**src/rtl/scan_xfer_arbiter.sv**
```systemverilog
// Round-robin arbiter and sequencer for the pseudo-SPI scan engine.
// Grants one of two requesters, optionally pulses the scan SEL line, then runs and supervises a transfer.
module scan_xfer_arbiter #(
  parameter int unsigned MEMORY_ADDR_WIDTH = 9,
  parameter int unsigned RESERVED_DATA_LEN = 8,
  parameter int unsigned CAPT_CYCLES       = 4,
  parameter int unsigned TIMEOUT_CYCLES    = 4096
) (
  input  logic                         CLK,
  input  logic                         RST,
  input  logic                         REQ0,
  input  logic                         REQ1,
  input  logic [MEMORY_ADDR_WIDTH-1:0] R0_ADDR,
  input  logic [MEMORY_ADDR_WIDTH-1:0] R1_ADDR,
  input  logic [RESERVED_DATA_LEN-1:0] R0_LEN,
  input  logic [RESERVED_DATA_LEN-1:0] R1_LEN,
  input  logic [7:0]                   R0_DIV,
  input  logic [7:0]                   R1_DIV,
  input  logic                         R0_CAP,
  input  logic                         R1_CAP,
  output logic                         ACK0,
  output logic                         ACK1,
  output logic                         ERR0,
  output logic                         ERR1,
  output logic                         SPI_BGN,
  output logic [MEMORY_ADDR_WIDTH-1:0] SPI_ADDR_BGN,
  output logic [RESERVED_DATA_LEN-1:0] SPI_DATA_LEN,
  output logic [7:0]                   SPI_FREQ_DIV,
  input  logic                         SPI_DONE,
  output logic                         SC_SEL,
  output logic                         BUSY,
  output logic                         OWNER
);

  localparam int unsigned CaptW = $clog2(CAPT_CYCLES + 1);
  localparam int unsigned WdogW = $clog2(TIMEOUT_CYCLES + 1);
  localparam logic [CaptW-1:0] CaptLast = CaptW'(CAPT_CYCLES - 1);
  localparam logic [WdogW-1:0] WdogLast = WdogW'(TIMEOUT_CYCLES - 1);

  typedef enum logic [2:0] {
    StIdle,
    StCheck,
    StCapt,
    StRun,
    StWait,
    StRelease
  } state_e;

  state_e                       state_q, state_d;
  logic                         owner_q, owner_d;
  logic                         busy_q, busy_d;
  logic                         bgn_q, bgn_d;
  logic                         sel_q, sel_d;
  logic                         cap_q, cap_d;
  logic                         ack0_q, ack0_d, ack1_q, ack1_d;
  logic                         err0_q, err0_d, err1_q, err1_d;
  logic [MEMORY_ADDR_WIDTH-1:0] addr_q, addr_d;
  logic [RESERVED_DATA_LEN-1:0] len_q, len_d;
  logic [7:0]                   div_q, div_d;
  logic [CaptW-1:0]             capt_cnt_q, capt_cnt_d;
  logic [WdogW-1:0]             wdog_q, wdog_d;
  logic                         grant;

  always_comb begin
    state_d    = state_q;
    owner_d    = owner_q;
    bgn_d      = bgn_q;
    sel_d      = sel_q;
    cap_d      = cap_q;
    addr_d     = addr_q;
    len_d      = len_q;
    div_d      = div_q;
    capt_cnt_d = capt_cnt_q;
    wdog_d     = wdog_q;
    ack0_d     = 1'b0;
    ack1_d     = 1'b0;
    err0_d     = 1'b0;
    err1_d     = 1'b0;
    grant      = 1'b0;

    unique case (state_q)
      StIdle: begin
        if (REQ0 || REQ1) begin
          // Contention goes to whoever did not hold the last grant.
          grant   = (REQ0 && REQ1) ? ~owner_q : REQ1;
          owner_d = grant;
          addr_d  = grant ? R1_ADDR : R0_ADDR;
          len_d   = grant ? R1_LEN  : R0_LEN;
          div_d   = grant ? R1_DIV  : R0_DIV;
          cap_d   = grant ? R1_CAP  : R0_CAP;
          state_d = StCheck;
        end
      end

      StCheck: begin
        if (32'(addr_q) < 32'(len_q)) begin
          err0_d  = ~owner_q;
          err1_d  = owner_q;
          state_d = StIdle;
        end else if (cap_q) begin
          sel_d      = 1'b1;
          capt_cnt_d = '0;
          state_d    = StCapt;
        end else begin
          state_d = StRun;
        end
      end

      StCapt: begin
        if (capt_cnt_q == CaptLast) begin
          sel_d   = 1'b0;
          state_d = StRun;
        end else begin
          capt_cnt_d = capt_cnt_q + 1'b1;
        end
      end

      StRun: begin
        // A done still high from the previous transfer must clear before starting.
        if (!SPI_DONE) begin
          bgn_d   = 1'b1;
          wdog_d  = '0;
          state_d = StWait;
        end
      end

      StWait: begin
        if (SPI_DONE) begin
          ack0_d  = ~owner_q;
          ack1_d  = owner_q;
          bgn_d   = 1'b0;
          state_d = StRelease;
        end else if (wdog_q == WdogLast) begin
          err0_d  = ~owner_q;
          err1_d  = owner_q;
          bgn_d   = 1'b0;
          state_d = StRelease;
        end else begin
          wdog_d = wdog_q + 1'b1;
        end
      end

      StRelease: begin
        wdog_d = '0;
        if (!SPI_DONE) begin
          state_d = StIdle;
        end
      end

      default: begin
        state_d = StIdle;
        bgn_d   = 1'b0;
        sel_d   = 1'b0;
      end
    endcase

    busy_d = (state_d != StIdle);
  end

  always_ff @(posedge CLK) begin
    if (RST) begin
      state_q    <= StIdle;
      owner_q    <= 1'b1;
      busy_q     <= 1'b0;
      bgn_q      <= 1'b0;
      sel_q      <= 1'b0;
      cap_q      <= 1'b0;
      addr_q     <= '0;
      len_q      <= '0;
      div_q      <= '0;
      capt_cnt_q <= '0;
      wdog_q     <= '0;
      ack0_q     <= 1'b0;
      ack1_q     <= 1'b0;
      err0_q     <= 1'b0;
      err1_q     <= 1'b0;
    end else begin
      state_q    <= state_d;
      owner_q    <= owner_d;
      busy_q     <= busy_d;
      bgn_q      <= bgn_d;
      sel_q      <= sel_d;
      cap_q      <= cap_d;
      addr_q     <= addr_d;
      len_q      <= len_d;
      div_q      <= div_d;
      capt_cnt_q <= capt_cnt_d;
      wdog_q     <= wdog_d;
      ack0_q     <= ack0_d;
      ack1_q     <= ack1_d;
      err0_q     <= err0_d;
      err1_q     <= err1_d;
    end
  end

  assign ACK0         = ack0_q;
  assign ACK1         = ack1_q;
  assign ERR0         = err0_q;
  assign ERR1         = err1_q;
  assign SPI_BGN      = bgn_q;
  assign SC_SEL       = sel_q;
  assign BUSY         = busy_q;
  assign OWNER        = owner_q;
  assign SPI_ADDR_BGN = addr_q;
  assign SPI_DATA_LEN = len_q;
  assign SPI_FREQ_DIV = div_q;

endmodule

```
**config.mk**
```make
export PLATFORM = sky130hd
export DESIGN_NAME = scan_xfer_arbiter
export DESIGN_NICKNAME = d
export VERILOG_FILES = /design/src/rtl/scan_xfer_arbiter.sv
export SDC_FILE = /design/constraint.sdc
export NUM_CORES = 1
export LEC_CHECK = 0
export ABC_AREA = 1
export BUFFER_PORTS_ARGS = -buffer_cell sky130_fd_sc_hd__buf_2
export CAP_MARGIN = 20
export CORE_ASPECT_RATIO = 0.9
export CORE_MARGIN = 3
export CORE_UTILIZATION = 25
export CTS_CLUSTER_DIAMETER = 30
export DETAILED_ROUTE_END_ITERATION = 10
export GPL_TIMING_DRIVEN = 0
export SYNTH_ARGS = -nofsm -noshare
export SYNTH_HDL_FRONTEND = slang
export SYNTH_SLANG_ARGS = --single-unit
```
**constraint.sdc**
```tcl
create_clock -name CLK -period 2.2 [get_ports CLK]
set_input_delay 0.11 -clock CLK [delete_from_list [all_inputs] [get_ports CLK]]
set_output_delay 0.11 -clock CLK [all_outputs]
set_load 0.02 [all_outputs]
```
[Word-level counts from Yosys, hierarchy flattened]
Index checks and enable logic that the tools add are counted.
Storage, ports and cells
  bits in registers: 53
  input bits: 57
  word-level logic and storage cells: 90
Operators by class
  add/subtract/negate cells: 2
  order comparisons: 1
  equal/unequal tests: 15
  multiplexer cells: 38
  bitwise operators: 5
  reduce and logical (&&, ||, !) cells: 14
Operator list (count)
  $mux 13: 3
  $pmux 13 s3: 1
  $mux 3: 9
  $pmux 3 s6: 1
  $mux 8: 2
  $mux 1: 15
  $ne 2x2->1 const B: 7
  $add 13x1->13 const B: 1
  $eq 13x12->1 const B: 1
  $reduce_and 4->1: 3
  $eq 3x2->1 const B: 3
  $lt 9x8->1: 1
  $mux 9: 1
  $reduce_or 4->1: 2
  $eq 3x3->1 const B: 2
  $pmux 1 s3: 2
  $pmux 3 s2: 1
  $reduce_bool 3->1: 2
  $not 1->1: 5
  $pmux 1 s2: 2
  $add 3x1->3 const B: 1
  $eq 3x1->1 const B: 1
  $logic_not 3->1: 1
  $ne 3x3->1 const B: 1
  other kinds (7): 7

[Longest topological paths before layout]
  word-level depth: 5
  mapped depth: 12
  depth with buffers taken out: 12

[Worst setup path after synthesis]
OpenSTA, ideal clock, no wires.
  kind: reg-to-reg
  start point: register len_q[7], in the netlist SPI_DATA_LEN[7]
  end point: register capt_cnt_q[1]
  arrival time: 1.531 ns
  data required time: 2.087 ns
  path slack: 0.555 ns
  stages on the path, launching flop included: 10
  clock period less this slack: 1.645 ns
  cell sequence: dfxtp_1 -> inv_1 -> ha_1 -> or2_2 -> a21oi_1 -> nand4_1 -> nand3_1 -> nand2_1 -> nand2_1 -> nor2_1
On the way
  word-level cells in the longest chain between the ends: 3
Ends and longest elaborated chain
  start: declaration: line 58  | logic [RESERVED_DATA_LEN-1:0] len_q, len_d;
  start signal: assignment: line 185  | len_q <= len_d;
  $lt 9x8->1: line 96  | if (32'(addr_q) < 32'(len_q)) begin
  $ne 2x2->1 (no source line)
  $reduce_and 4->1 (no source line)
  end signal: assignment: line 187  | capt_cnt_q <= capt_cnt_d;
  end: declaration: line 60  | logic [CaptW-1:0] capt_cnt_q, capt_cnt_d;
Every way passes these cells.
A chain may end at the register's enable or synchronous reset.

[Worst setup path in the final report]
  start point: register owner_q, in the netlist OWNER
  end point: register div_q[3], in the netlist SPI_FREQ_DIV[3]
On the way
  word-level cells in the longest chain between the ends: 3
Ends and longest elaborated chain
  start: declaration: line 50  | logic owner_q, owner_d;
  start signal: assignment: line 179  | owner_q <= owner_d;
  $not 1->1: line 85  | grant = (REQ0 && REQ1) ? ~owner_q : REQ1;
  $mux 1: line 85
  $mux 8: line 89  | div_d = grant ? R1_DIV : R0_DIV;
  end signal: assignment: line 186  | div_q <= div_d;
  end: declaration: line 59  | logic [7:0] div_q, div_d;
Every way passes these cells.

==> reports/metrics.yaml <==
power:
  p_comb_share_pct: 47.2
  fin_total_pwr_mw: 4.23
  p_leak_nw: 1.59
  netSwitchingFraction_pct: 44.6
  internal_power_mw: 2.34
  clkPwrFrac_pct: 19.4
  irDropWorstVdd_mv: 0.433
  p_per_area_mw_per_mm2: 1170
  switchingPower_mw: 1.89
  seqPwrFrac_pct: 33.4
layout:
  antenna_cells: 0
  ff_latch_area_mm2: 0.00106
  nets: 550
  syn_to_final_growth_pct: 27.8
  multi_input_area_mm2: 0.00154
  fin_util_pct: 33.0
  drive_above_1_share_pct: 27.9
  fill_cells: 1202
sta:
  period_minus_slack_ps: 1950
  skew_ps: 13.1
  hold_viol: 0
  maxSlewViolCount: 0
  max_freq_mhz: 514
  max_slew.worst_pin.slew_ps: 618
  setup_viol: 0
  setup_tns_ps: 0
  period_share_pct: 88.5
  whs_ps: 46.6
  max-slew-margin-rel_pct: 58.8
  grt_setup_unrepaired: "false"
clocking:
  cts_hold_buf: 0
  clock-sinks: 53
  htreeDepth: 2
  postCtsSetupBuffers: 0
  numCtsBuffers: 5
  root_buffer: "clkbuf_16"
  clkTransAtPathRegs_ps: 80
  clk_path_buf_depth: 2
  cts-resized-gates: 0
  clock_latency_ps: 300
  cts_tree: "yes"
synth:
  async_flop_share_pct: 0
  yosys_most_used_dff: "dfxtp_1"
  synth_nets: 454
  synth-warning-count: 0
  avgSynthCellArea_um2: 7.31
  synthTopCellsByCount: "nand2_1, a21oi_1, dfxtp_1, inv_1, nor2_1"
  synthTopCellsByArea: "dfxtp_1, nand2_1, a21oi_1"
  synth_cell_types: 33
  syn_area_mm2: 0.00283
  synth.top_cell.area_share_pct: 37.5
  ys_seq_elements: 53
  synth-edff-count: 0
  synth.most_common_cell: "nand2_1"
  yosysTopAreaCell: "dfxtp_1"
  ys_seq_area_share_pct: 37.5
  syn_inst: 387
global_routing:
  grt_pass1_wl_um: 13800
  grt_max_degree: 19
  grt_overflow: 0
  grt_antenna_before_repair: 0
  grt_pass1_vias: 2806
  grt_usage_pct: 13.4
hold_path:
  holdCritPathClass: "in -> reg"
  hold_path_depth: 3
route:
  wl_um: 8160
  drt_pass1_iterations: 4
  vias_per_cell: 4.50
  wire_per_inst_um: 12.8
  dr_total_vias: 2863
  dr.first_iter.drc_count: 123
  drc: 0
  detail-route-antenna-nets: 0
floorplanning:
  start_util_pct: 25.8
  die_w_um: 118
  io-pin-count: 90
  core_mm2: 0.0109
  die_area_mm2: 0.0126
  num_rows: 36
  die-height_um: 107
placed_design:
  port_buffers: 89
  place_hpwl_um: 6380
  gp_congestion: 0.856
critical_path:
  crit_fanout: 10
  cp-end-kind: "register"
  critPathArrivalTime_ps: 2140
  critical_path_class: "reg -> reg"
  start_kind: "register"
  cp_data_required_time_ps: 2400
  reg2reg_depth: 5
job:
  maxCapViolations: 0
status:
  status: "complete, no violations"
## final timing paths
check / start / slack [ps] / end
worst min-delay path: R1_DIV[4] / 50 / SPI_FREQ_DIV[4]
worst min register to register: SC_SEL / 440 / SC_SEL
worst max register to register: OWNER / 250 / SPI_FREQ_DIV[3]
worst max-delay path: OWNER / 250 / SPI_FREQ_DIV[3]
## state kept, by name (all words and copies together), names as in the netlist
register      count
BUSY              1
wdog_q           13
capt_cnt_q        3
SPI_DATA_LEN      8
ERR0              1
SPI_FREQ_DIV      8
ACK0              1
ERR1              1
SPI_ADDR_BGN      9
OWNER             1
ACK1              1
state_q           3
SPI_BGN           1
SC_SEL            1
cap_q             1
## cells by family after synthesis
| family | synth area share, % |
|---|---|
| adder cells (fa/ha/maj) | 4.42 |
| AND/OR/NAND/NOR | 28.7 |
| AO/OA/AOI/OAI | 18.9 |
| flip-flops | 37.5 |
| XOR/XNOR | 2.48 |
| buffers and inverters | 7.96 |
## area by class of cell
class,instances,area share [%]
sequential,53,29.3
multi-input combinational,280,42.7
clock inverter,3,0.727
inverter,40,4.22
clock buffer,5,3.46
buffer,14,2.01
timing repair buffer,89,12.3
tap,152,5.26
## layer usage
metal	share of wire [%]	routed length (um)	vias to the layer above	GRT usage (%)
met1	48	3910	1295	17.9
met5	0	0	-	0
met2	46	3780	79	22.4
met3	4.3	347	7	2.11
li1	-	-	1482	-
met4	1.4	118	0	4.02
## layout by cell type (no fill, tap or decap), types with 3 or more instances in the layout
| cell type | instances |
|---|---|
| ha_1 | 10 |
| inv_1 | 34 |
| buf_2 | 92 |
| clkbuf_1 | 8 |
| nand2_2 | 9 |
| xor2_1 | 6 |
| a21oi_1 | 53 |
| inv_2 | 4 |
| o21ai_1 | 3 |
| nor2_1 | 33 |
| nand3_1 | 18 |
| nand4_1 | 6 |
| o21ai_0 | 21 |
| a221oi_1 | 9 |
| nor3_1 | 4 |
| clkbuf_16 | 5 |
| a21oi_2 | 8 |
| dfxtp_1 | 53 |
| nand2_1 | 84 |
## power groups by stage
stage / logic (mW) / registers [mW] / clock network, mW
final: 2.00 / 1.41 / 0.821
after floorplan: 1.16 / 1.65 / 0
after global routing: 2.27 / 1.45 / 0.886
after global placement: 1.98 / 1.43 / 0
after CTS: 2.01 / 1.41 / 0.843
after detailed placement: 2.01 / 1.43 / 0
## worst max-delay path, cell delays in order (launching register included)
cell and delay [ps]:
dfxtp_1 360, a21oi_2 490, clkinv_1 400, clkbuf_1 310
a21oi_1 210, a21oi_1 80
## through the flow
step                      setup WS, ps  instance area [um2]  instances
after detailed placement           199                 3460        628
after global placement             212                 3460        628
after CTS                          200                 3620        636
after global routing              9.94                 3620        636
final                              254                 3620        636
after floorplan                    555                 2830        387
(Power assumes the default switching activity.)
